File: src/rtl/asteroids_input_mapper.sv
// Asteroids input mapper: turns hps_io PS/2 key events into held-key latches,
// merges joystick bits and stretches coin requests into fixed-width pulses
// with a post-pulse lockout. Drives the core's active-low BUTTON[7:0] bus
// from a register.
// Optional feature macro: ASTEROIDS_AUTOFIRE_EN (autofire square wave on fire).
// Output bit order: {right,left,start1,start2,fire,coin,thrust,shield}.
module asteroids_input_mapper #(
    parameter int COIN_PULSE      = 1250000,
    parameter int COIN_HOLDOFF    = 2500000,
    parameter int AUTOFIRE_PERIOD = 1562500
) (
    input  logic        clk_25,
    input  logic        reset,
    input  logic [10:0] ps2_key,
    input  logic [15:0] joy,
    input  logic        autofire_on,
    output logic [7:0]  buttons_n,
    output logic        coin_busy
);

    typedef enum logic [1:0] {
        IDLE  = 2'd0,
        PULSE = 2'd1,
        HOLD  = 2'd2
    } coin_state_e;

    localparam logic [23:0] PULSE_LOAD = 24'(COIN_PULSE - 1);
    localparam logic [23:0] HOLD_LOAD  = 24'(COIN_HOLDOFF - 1);
    localparam logic [23:0] AF_LAST    = 24'(AUTOFIRE_PERIOD - 1);

    // Map {ext,scancode} to {hit, latch index}; latch index equals the
    // output bit position so no second translation table is needed.
    function automatic logic [3:0] key_map(input logic [8:0] key);
        logic [3:0] res;
        case (key)
            9'h023, 9'h174:         res = 4'b1_111; // right
            9'h01C, 9'h16B:         res = 4'b1_110; // left
            9'h005, 9'h016:         res = 4'b1_101; // start1
            9'h006, 9'h01E:         res = 4'b1_100; // start2
            9'h03A, 9'h014:         res = 4'b1_011; // fire
            9'h004, 9'h02E, 9'h036: res = 4'b1_010; // coin key
            9'h04B, 9'h011:         res = 4'b1_001; // thrust
            9'h042, 9'h029:         res = 4'b1_000; // shield
            default:                res = 4'b0_000;
        endcase
        return res;
    endfunction

    logic        armed_q;
    logic        old_tog_q;
    logic        event_s;
    logic [3:0]  key_hit_s;
    logic [7:0]  keys_q;
    logic [7:0]  keys_d;
    logic [7:0]  req_s;
    logic        coin_req_s;
    logic        coin_prev_q;
    logic        coin_edge_s;
    coin_state_e state_q;
    coin_state_e state_d;
    logic [23:0] cnt_q;
    logic [23:0] cnt_d;
    logic        coin_on_s;
    logic        busy_d;
    logic        coin_busy_q;
    logic        fire_s;
    logic [7:0]  buttons_d;
    logic [7:0]  buttons_q;

    // A key event is a change of the toggle bit, but only once armed so the
    // arbitrary toggle level present at reset release never decodes.
    assign event_s   = armed_q & (old_tog_q ^ ps2_key[10]);
    assign key_hit_s = key_map(ps2_key[8:0]);

    // Arming flag and toggle history
    always_ff @(posedge clk_25 or posedge reset) begin
        if (reset) begin
            armed_q   <= 1'b0;
            old_tog_q <= 1'b0;
        end else begin
            armed_q   <= 1'b1;
            old_tog_q <= ps2_key[10];
        end
    end

    // Next key-latch state: matched latch follows the pressed flag
    always_comb begin
        keys_d = keys_q;
        if (event_s && key_hit_s[3]) begin
            keys_d[key_hit_s[2:0]] = ps2_key[9];
        end else begin
            keys_d = keys_q;
        end
    end

    // Held-key latches
    always_ff @(posedge clk_25 or posedge reset) begin
        if (reset) begin
            keys_q <= 8'h00;
        end else begin
            keys_q <= keys_d;
        end
    end

    // Keyboard OR joystick per function; start2 has no joystick source and
    // hyperspace on the stick drives shield.
    assign req_s = keys_q | {joy[0], joy[1], joy[8], 1'b0,
                             joy[4], joy[7], joy[5], joy[6]};

    assign coin_req_s  = req_s[2];
    assign coin_edge_s = coin_req_s & ~coin_prev_q;

    // Coin request history for rising-edge detection
    always_ff @(posedge clk_25 or posedge reset) begin
        if (reset) begin
            coin_prev_q <= 1'b0;
        end else begin
            coin_prev_q <= coin_req_s;
        end
    end

    // Coin FSM state and down-counter register
    always_ff @(posedge clk_25 or posedge reset) begin
        if (reset) begin
            state_q <= IDLE;
            cnt_q   <= 24'd0;
        end else begin
            state_q <= state_d;
            cnt_q   <= cnt_d;
        end
    end

    // Coin FSM next state: edges outside IDLE are dropped, never queued
    always_comb begin
        state_d = state_q;
        cnt_d   = cnt_q;
        case (state_q)
            IDLE: begin
                if (coin_edge_s) begin
                    state_d = PULSE;
                    cnt_d   = PULSE_LOAD;
                end else begin
                    state_d = IDLE;
                    cnt_d   = 24'd0;
                end
            end
            PULSE: begin
                if (cnt_q == 24'd0) begin
                    state_d = HOLD;
                    cnt_d   = HOLD_LOAD;
                end else begin
                    cnt_d   = cnt_q - 24'd1;
                end
            end
            HOLD: begin
                if (cnt_q == 24'd0) begin
                    state_d = IDLE;
                    cnt_d   = 24'd0;
                end else begin
                    cnt_d   = cnt_q - 24'd1;
                end
            end
            default: begin
                state_d = IDLE;
                cnt_d   = 24'd0;
            end
        endcase
    end

    // Coin FSM outputs: pulse decode and busy flag aligned with the state
    always_comb begin
        coin_on_s = (state_q == PULSE);
        busy_d    = (state_d != IDLE);
    end

`ifdef ASTEROIDS_AUTOFIRE_EN
    logic [23:0] af_cnt_q;
    logic        af_phase_q;

    // Free-running autofire timebase; phase starts high so a press fires at once
    always_ff @(posedge clk_25 or posedge reset) begin
        if (reset) begin
            af_cnt_q   <= 24'd0;
            af_phase_q <= 1'b1;
        end else if (af_cnt_q == AF_LAST) begin
            af_cnt_q   <= 24'd0;
            af_phase_q <= ~af_phase_q;
        end else begin
            af_cnt_q   <= af_cnt_q + 24'd1;
            af_phase_q <= af_phase_q;
        end
    end

    assign fire_s = req_s[3] & (autofire_on ? af_phase_q : 1'b1);

    logic unused_s;
    assign unused_s = ^{joy[15:9], joy[3:2]};
`else
    assign fire_s = req_s[3];

    // Pins that carry no function in this build are folded into one sink
    logic unused_s;
    assign unused_s = ^{joy[15:9], joy[3:2], autofire_on, AF_LAST};
`endif

    // Active-low button vector assembled from the merged requests
    always_comb begin
        buttons_d = ~{req_s[7], req_s[6], req_s[5], req_s[4],
                      fire_s, coin_on_s, req_s[1], req_s[0]};
    end

    // Output register straight into the core's BUTTON bus
    always_ff @(posedge clk_25 or posedge reset) begin
        if (reset) begin
            buttons_q   <= 8'hFF;
            coin_busy_q <= 1'b0;
        end else begin
            buttons_q   <= buttons_d;
            coin_busy_q <= busy_d;
        end
    end

    assign buttons_n = buttons_q;
    assign coin_busy = coin_busy_q;

endmodule

File: config.mk
export PLATFORM = sky130hd
export DESIGN_NAME = asteroids_input_mapper
export DESIGN_NICKNAME = d
export VERILOG_FILES = /design/src/rtl/asteroids_input_mapper.sv
export SDC_FILE = /design/constraint.sdc
export NUM_CORES = 1
export LEC_CHECK = 0
export BUFFER_PORTS_ARGS = -buffer_cell sky130_fd_sc_hd__buf_2
export CORE_MARGIN = 2
export CORE_UTILIZATION = 56
export CTS_CLUSTER_DIAMETER = 80
export DETAILED_ROUTE_END_ITERATION = 8
export PLACE_DENSITY_LB_ADDON = 0.05
export SYNTH_ARGS = -nofsm -noshare
export SYNTH_HDL_FRONTEND = slang
export SYNTH_SLANG_ARGS = --single-unit
File: constraint.sdc
create_clock -name clk_25 -period 3.1 [get_ports clk_25]
set_clock_uncertainty 0.1 [all_clocks]
set_input_delay 0.93 -clock clk_25 [delete_from_list [all_inputs] [get_ports clk_25]]
set_output_delay 0.93 -clock clk_25 [all_outputs]
set_load 0.005 [all_outputs]
After elaboration in Yosys (flattened, before gate mapping)
Index checks and enable logic that the tools add are counted.
{"block": "totals", "output_inout_bits": 9, "in_bits": 30, "regBits": 46}
{"block": "classes", "n_reduce_logical": 13, "add_sub_neg": 1, "muxes": 12, "eq_ne": 19, "n_bitwise": 6, "order_cmp": 2}
{"op": "24-bit case mux with 3 select lines", "count": 1}
{"op": "24-bit 2-to-1 mux", "count": 2}
{"op": "9-bit by 5-bit equality test with 1-bit output (second input constant)", "count": 5}
{"op": "9-bit by 6-bit equality test with 1-bit output (second input constant)", "count": 5}
{"op": "4-bit case mux with 8 select lines", "count": 1}
{"op": "9-bit by 3-bit equality test with 1-bit output (second input constant)", "count": 3}
{"op": "24-bit zero test", "count": 1}
{"op": "24-bit by 1-bit subtractor with 24-bit output (second input constant)", "count": 1}
{"op": "21-bit 2-to-1 mux", "count": 1}
{"op": "9-bit by 7-bit equality test with 1-bit output (second input constant)", "count": 2}
{"op": "9-bit equality test (second input constant)", "count": 2}
{"op": "2-bit OR reduction", "count": 7}
{"op": "8-bit bitwise mux", "count": 1}
{"op": "8-bit inverter", "count": 1}
{"op": "8-bit bitwise OR", "count": 1}
{"op": "2-bit case mux with 3 select lines", "count": 1}
{"op": "3-bit by 4-bit less-than comparator with 1-bit output (second input constant)", "count": 1}
{"op": "2-bit 2-to-1 mux", "count": 2}
{"op": "1-bit demux with 3-bit select", "count": 1}
{"op": "3-bit by 1-bit greater-or-equal comparator with 1-bit output (second input constant)", "count": 1}
{"op": "3-bit OR reduction", "count": 1}
{"op": "1-bit bitwise AND", "count": 2}
{"op": "2-bit by 1-bit equality test with 1-bit output (second input constant)", "count": 1}
{"op": "2-bit equality test (second input constant)", "count": 1}
{"op": "other kinds (6)", "count": 8}

Depth between registers and ports, before layout
Gate-level depths: netlist of run 1.
{"block": "depth", "depth_word": 8, "depth_mapped": 8, "depth_no_buf": 7}

Least setup slack after synthesis of run 1
No wires, ideal clock.
{"block": "synth_path", "kind": "input port to flip-flop", "startpoint": "input ps2_key[6]", "endpoint": "register keys_q[7]", "arrival_time_ps": 2574, "slack_ps": 301, "t_required_ps": 2875, "cell_stages": 7, "setup_ps": 125, "cell_sequence": "clkbuf_1 or4b_1 or4_1 o22ai_1 o21ba_2 nand2_1 mux2_2"}
{"block": "synth_between", "elab_chain_len": 8}
{"element": "start, declared", "line_no": "14", "source": "input logic [10:0] ps2_key,"}
{"element": "9-bit by 3-bit equality test with 1-bit output, or another cell as far along", "line_no": "35", "source": "case (key)"}
{"element": "3-bit OR reduction / 2-bit OR reduction (equally long branches)", "line_no": "35"}
{"element": "4-bit case mux with 8 select lines *", "line_no": "35"}
{"element": "3-bit by 4-bit less-than comparator with 1-bit output (implied by the code) / 3-bit by 1-bit greater-or-equal comparator with 1-bit output (equally long branches)", "line_no": "90", "source": "keys_d[key_hit_s[2:0]] = ps2_key[9];"}
{"element": "1-bit logical AND (implied by the code)", "line_no": "90"}
{"element": "1-bit 2-to-1 mux (implied by the code)", "line_no": "90"}
{"element": "1-bit demux with 3-bit select", "line_no": "90"}
{"element": "8-bit bitwise mux", "line_no": "90"}
{"element": "end signal, assigned", "line_no": "101", "source": "keys_q <= keys_d;"}
{"element": "end, declared", "line_no": "53", "source": "logic [7:0] keys_q;"}
Mark *: on every way between the ends. The rest lies on a longest branch, timed or not.
A chain may end at the register's enable or synchronous reset.

Worst setup path in the final report of run 1
{"block": "layout_path", "startpoint": "register cnt_q[16]", "endpoint": "register cnt_q[12]"}
{"block": "layout_between", "elab_chain_len": 3}
{"element": "start, declared", "line_no": "61", "source": "logic [23:0] cnt_q;"}
{"element": "start signal, assigned", "line_no": "129", "source": "cnt_q <= cnt_d;"}
{"element": "24-bit zero test *", "line_no": "148, 156"}
{"element": "24-bit 2-to-1 mux, on equally long branches", "line_no": "156, 148"}
{"element": "24-bit case mux with 3 select lines *", "line_no": "137", "source": "case (state_q)"}
{"element": "via cnt_d[12]", "line_no": "62", "source": "logic [23:0] cnt_d;"}
The timed path passes the listed nets; every way through them passes the cells marked *.

==> out/qor.csv, run 1 <==
stage;metric;value;unit
clocking;cts_setup_buffers;0;
power;pwr-share-comb;6.3;%
layout;n_fill_cell;340;
synth;synthCells;231;
clocking;cts_root_buf;clkbuf_8;
sta;relSlewSlack;62.4;%
placement;dp.cells;302;
layout;ff_latch_area;1160;um^2
clocking;clockBufferDepth;2;
global_route;track_usage;20.0;%
floorplan;initial_core_util;58.8;%
routing;drt-initial-drc-count;81;
clocking;cts_resized;0;
synth;yosys-top-cells-count;dfrtp_1 (38), nor2_1 (25), nand2_1 (14);
outcome;outcome;finished, final reports clean;
power;internal_power;0.801;mW
power;power;1.05;mW
worst_setup_path;crit_fanout;12;
sta;rsz0062_at_grt;false;
synth;synth_cell_types;51;
synth;ys_ff_latch;46;
synth;ys_warn_count;0;
worst_setup_path;crit_arrival;2.72;ns
synth;avgSynthCellArea;10.3;um^2
synth;syn_area;2370;um^2
routing;wl_per_cell;14.1;um
placement;dp_slack;0.184;ns
flow_run;cap_viol_max_count;0;
placement;port_buffers;28;
layout;antennaDiodeCount;0;
synth;async_flop_share;100;%
power;sw_frac_of_total;23.9;%
power;power.density;399;nW/um^2
synth;synth_area_leaders;dfrtp_1 (40%), dfstp_2 (8.9%), mux2_2 (4.3%), xor2_1 (4.1%), nor2_1 (4.0%);
synth;yosysMostFrequentCell;dfrtp_1;
floorplan;rows;23;
clocking;cts_made_buffers;5;
placement;gp_congestion;0.894;
routing;via_count;1757;
worst_setup_path;worstSetupPathType;flip-flop to flip-flop;
synth;ys_seq_area_share;49.0;%
clocking;htreeDepth;2;
power;ir_drop;0.261;mV
clocking;cts_hold_buffers;0;
routing;drt-total-wl;4390;um
global_route;grt_pass1_vias;1727;
worst_hold_path;hp-class;flip-flop to flip-flop;
clocking;clock_latency;0.30;ns
layout;fin_nets;291;
sta;drv_slew;0;
synth;synth_nets;263;
floorplan;dieArea;4770;um^2
floorplan;die_x;69.1;um
synth;yosysTopAreaCell;dfrtp_1;
synth;synth_edf_count;0;
floorplan;coreArea;4030;um^2
clocking;cts_sinks;46;
sta;layout_setup_ws;0.436;ns
routing;ant_nets;0;
routing;first_pass_iters;4;
layout;drive_gt1_share;26.5;%
sta;tightest_slew;0.564;ns
sta;hold_viol;0;
layout;final_cells;310;
power;clockPowerShare;35.0;%
sta;setup_viol;0;
clocking;cts_tree;yes;
floorplan;io-pin-count;39;
layout;multiInputGateArea;1140;um^2
sta;tns;0;ns
layout;syn_to_final_growth;11.2;%
placement;dp_hpwl;3060;um
global_route;overflow;0;
sta;max_freq;375;MHz
layout;fin_util;65.4;%
power;netSwitchingPower;0.251;mW
clocking;clk_pin_slew_worst_paths;0.09;ns
synth;yosys.area.top_type_share;40.1;%
worst_setup_path;critPathCaptureType;flip-flop;
worst_setup_path;crit_required;3.16;ns
routing;routed_via_density;5.67;
sta;min_period;2.66;ns
sta;finalCritPeriodShare;85.9;%
power;pwr-share-seq;58.6;%
power;p_leak;1.09;nW
floorplan;die_h;69.1;um
global_route;antenna_found_initial;0;
routing;drc;0;
global_route;grt_first_pass_wirelength;7760;um
worst_setup_path;worst_setup_path_start_kind;flip-flop;
global_route;grt_max_degree;47;
synth;yosys_most_used_dff;dfrtp_1;
==> sequential cells by signal, indices dropped and copies added (netlist names) <==
signal,count
armed_q,1
buttons_n,8
cnt_q,24
coin_busy,1
coin_prev_q,1
keys_q,8
old_tog_q,1
state_q,2
==> layout make-up <==
| type | count | share of cell area (%) |
|---|---|---|
| Clock buffer | 5 | 2.61 |
| Multi-Input combinational cell | 170 | 43.3 |
| Sequential cell | 46 | 44.0 |
| Clock inverter | 3 | 0.902 |
| Tap cell | 50 | 2.37 |
| Timing Repair Buffer | 30 | 5.89 |
| Inverter | 6 | 0.854 |
==> metal layers <==
| layer | routed length (um) | vias to the layer above | GRT usage (%) |
|---|---|---|---|
| met5 | 0 | - | 0 |
| met4 | 69 | 0 | 9.37 |
| met3 | 129 | 7 | 3.65 |
| met2 | 2200 | 28 | 33.7 |
| met1 | 1990 | 843 | 24.8 |
| li1 | - | 879 | - |
==> logic make-up after synthesis <==
logic type      Yosys count  synth area share, %
compound gates           37                 10.2
fa+ha+maj                 2                 1.06
flops                    46                 49.0
other cells               1                0.158
simple gates            102                 25.4
mux                      10                 4.70
buf+inv                  15                 2.80
xor+xnor                 18                 6.65
==> power groups by stage <==
stage / registers (mW) / clock network (mW) / logic, mW
floorplan: 0.628 / 0 / 0.0373
global placement: 0.628 / 0 / 0.0676
detailed placement: 0.628 / 0 / 0.0676
CTS: 0.617 / 0.385 / 0.0678
global route: 0.618 / 0.407 / 0.0767
finish: 0.617 / 0.369 / 0.0668
==> placed cells by master (no fill, tap or decap), drive strengths merged, types with 6 or more instances in the layout <==
master | synthesis | layout
o21ai | 15 | 15
inv | 6 | 6
xor2 | 11 | 11
nor3 | 11 | 11
nand2b | 10 | 10
or4 | 6 | 6
buf | 4 | 30
mux2 | 9 | 9
dfstp | 8 | 8
xnor2 | 7 | 7
dfrtp | 38 | 38
nor2 | 25 | 25
a21oi | 8 | 8
nand2 | 15 | 15
==> per-stage QoR <==
stage | hold slack, ns | cell area [um^2]
finish | 0.273 | 2640
global route | 0.293 | 2640
CTS | 0.279 | 2640
detailed placement | 0.276 | 2540
global placement | 0.272 | 2540
floorplan | 0.257 | 2370
==> worst paths after layout <==
check	slack, ns	depth (start not counted)	end	start
hold / removal	0.27	1	buttons_n[3]$_DFF_PP1_	keys_q[3]$_DFFE_PP0P_
hold reg to reg	0.27	1	buttons_n[3]$_DFF_PP1_	keys_q[3]$_DFFE_PP0P_
min in group asynchronous	0.65	3	keys_q[7]$_DFFE_PP0P_	reset
setup / recovery	0.44	5	cnt_q[12]$_DFF_PP0_	cnt_q[16]$_DFF_PP0_
setup reg to reg	0.44	5	cnt_q[12]$_DFF_PP0_	cnt_q[16]$_DFF_PP0_
max in group asynchronous	1.85	3	old_tog_q$_DFF_PP0_	reset
==> critical path, cell delays in order (launching register included) <==
cell,delay (ns)
dfrtp_1,0.43
or4_4,0.56
or4_4,0.47
or3_1,0.52
nand2_2,0.30
o21ai_0,0.13
(Power assumes the default switching activity.)
==> run 2: changes to the inputs <==
Settings changed: RECOVER_POWER from default to 25, SLEW_MARGIN from default to 15.
==> out/qor.csv, run 2 (synthesis gave the netlist of run 1 again) <==
stage;metric;value;unit
floorplan;die_h;69.1;um
floorplan;coreArea;4030;um^2
routing;detail_route.wirelength.met1;2010;um
sta;tightest_slew;1.11;ns
clocking;htreeDepth;2;
sta;relSlewSlack;25.8;%
flow_run;cap_viol_max_count;0;
routing;routed_via_density;5.66;
sta;min_period;2.67;ns
power;power;1.05;mW
floorplan;die_x;69.1;um
sta;rsz0062_at_grt;false;
worst_setup_path;crit_fanout;12;
routing;drt-initial-drc-count;81;
routing;wl_per_cell;14.2;um
worst_setup_path;crit_required;3.16;ns
power;netSwitchingPower;0.251;mW
clocking;clock_latency;0.30;ns
layout;final_cell_mix;dfrtp_1 (38), buf_2 (27), nor2_1 (25), nand2_1 (14), xor2_1 (11);
routing;wl_met2;2190;um
routing;top_layer_used;met4;
power;clockPowerShare;35.1;%
global_route;grt_pass1_vias;1727;
layout;mostFrequentLayoutCell;dfrtp_1;
power;ir_drop;0.261;mV
layout;antennaDiodeCount;0;
layout;top_register;cnt_q;
global_route;antenna_found_initial;0;
clocking;cts_root_buf;clkbuf_8;
power;internal_power;0.801;mW
worst_setup_path;worst_setup_path_start_kind;flip-flop;
clocking;cts_resized;0;
clocking;cts_tree;yes;
sta;drv_slew;0;
floorplan;rows;23;
power;p_leak;1.09;nW
layout;ff_latch_area;1160;um^2
clocking;cts_made_buffers;5;
outcome;outcome;finished, final reports clean;
sta;worst_hold_slack;0.273;ns
routing;first_pass_iters;4;
worst_setup_path;critPathCaptureType;flip-flop;
placement;gp_congestion;0.894;
clocking;clockBufferDepth;2;
power;pwr-share-comb;6.3;%
sta;finalCritPeriodShare;86.0;%
floorplan;dieArea;4770;um^2
clocking;cts_setup_buffers;0;
clocking;clk_pin_slew_worst_paths;0.09;ns
layout;fin_nets;291;
routing;drc;0;
worst_setup_path;crit_arrival;2.73;ns
routing;drt-total-wl;4390;um
layout;largest_register_ffs;24;
sta;tns;0;ns
worst_setup_path;worstSetupPathType;flip-flop to flip-flop;
sta;setup_viol;0;
layout;final_cells;310;
worst_setup_path;rrSetupSlack;0.43;ns
clocking;cts_sinks;46;
worst_hold_path;hp-class;flip-flop to flip-flop;
sta;hold_viol;0;
routing;via_count;1754;
power;pwr-share-seq;58.6;%
global_route;overflow;0;
floorplan;io-pin-count;39;
clocking;cts_hold_buffers;0;
placement;dp.cells;302;
global_route;track_usage;20.0;%
global_route;grt_first_pass_wirelength;7760;um
layout;fin_util;65.3;%
layout;n_fill_cell;342;
power;power.density;400;nW/um^2
floorplan;initial_core_util;58.8;%
placement;port_buffers;28;
placement;dp_hpwl;3060;um
power;sw_frac_of_total;23.9;%
routing;ant_nets;0;
global_route;grt_max_degree;47;
layout;multiInputGateArea;1140;um^2
sta;max_freq;375;MHz
routing;wl_met3;120;um
layout;drive_gt1_share;26.2;%
layout;syn_to_final_growth;11.1;%
==> run 2: changes by cell type in the layout (fill, tap and decap cells not counted) <==
cell      delta
buf_2        -1
clkbuf_2     +1
clkbuf_1     +1
buf_4        -1
==> run 2: per-layer routing <==
| metal | track usage [%] | vias to the layer above |
|---|---|---|
| li1 | - | 879 |
| met3 | 3.65 | 7 |
| met4 | 9.37 | 0 |
| met2 | 33.7 | 25 |
| met1 | 24.8 | 843 |
| met5 | 0 | - |
==> run 2: worst max-delay path, cell delays in order, from the launching register on <==
cell,delay [ns]
dfrtp_1,0.43
or4_4,0.56
or4_4,0.47
or3_1,0.53
nand2_2,0.30
o21ai_0,0.13
==> run 2: worst paths after layout <==
check / start / endpoint / cells past startpoint
min in group asynchronous: reset / keys_q[7]$_DFFE_PP0P_ / 3
worst min register to register: keys_q[3]$_DFFE_PP0P_ / buttons_n[3]$_DFF_PP1_ / 1
worst max register to register: cnt_q[16]$_DFF_PP0_ / cnt_q[12]$_DFF_PP0_ / 5
worst max-delay path: cnt_q[16]$_DFF_PP0_ / cnt_q[12]$_DFF_PP0_ / 5
max in group asynchronous: reset / old_tog_q$_DFF_PP0_ / 3
worst min-delay path: keys_q[3]$_DFFE_PP0P_ / buttons_n[3]$_DFF_PP1_ / 1
==> run 2: layout make-up <==
class	instances	share of cell area (%)
clock inverter	3	0.903
inverter	6	0.856
sequential	46	44.1
clock buffer	5	2.61
timing repair buffer	30	5.75
tap	50	2.38
multi-input combinational	170	43.4
==> run 2: metrics by stage <==
| step | cell area [um^2] | worst slack (ns) |
|---|---|---|
| finish | 2630 | 0.432 |
| detailed placement | 2540 | 0.184 |
| global route | 2630 | 0.330 |
| global placement | 2540 | 0.196 |
| floorplan | 2370 | 0.301 |
| CTS | 2640 | 0.420 |
==> run 2: power groups by stage <==
stage          clock (mW)  combinational (mW)  sequential (mW)
6_report            0.369              0.0662            0.617
5_1_grt             0.407              0.0761            0.618
4_1_cts             0.385              0.0678            0.617
3_5_place_dp            0              0.0676            0.628
3_3_place_gp            0              0.0676            0.628
2_1_floorplan           0              0.0373            0.628
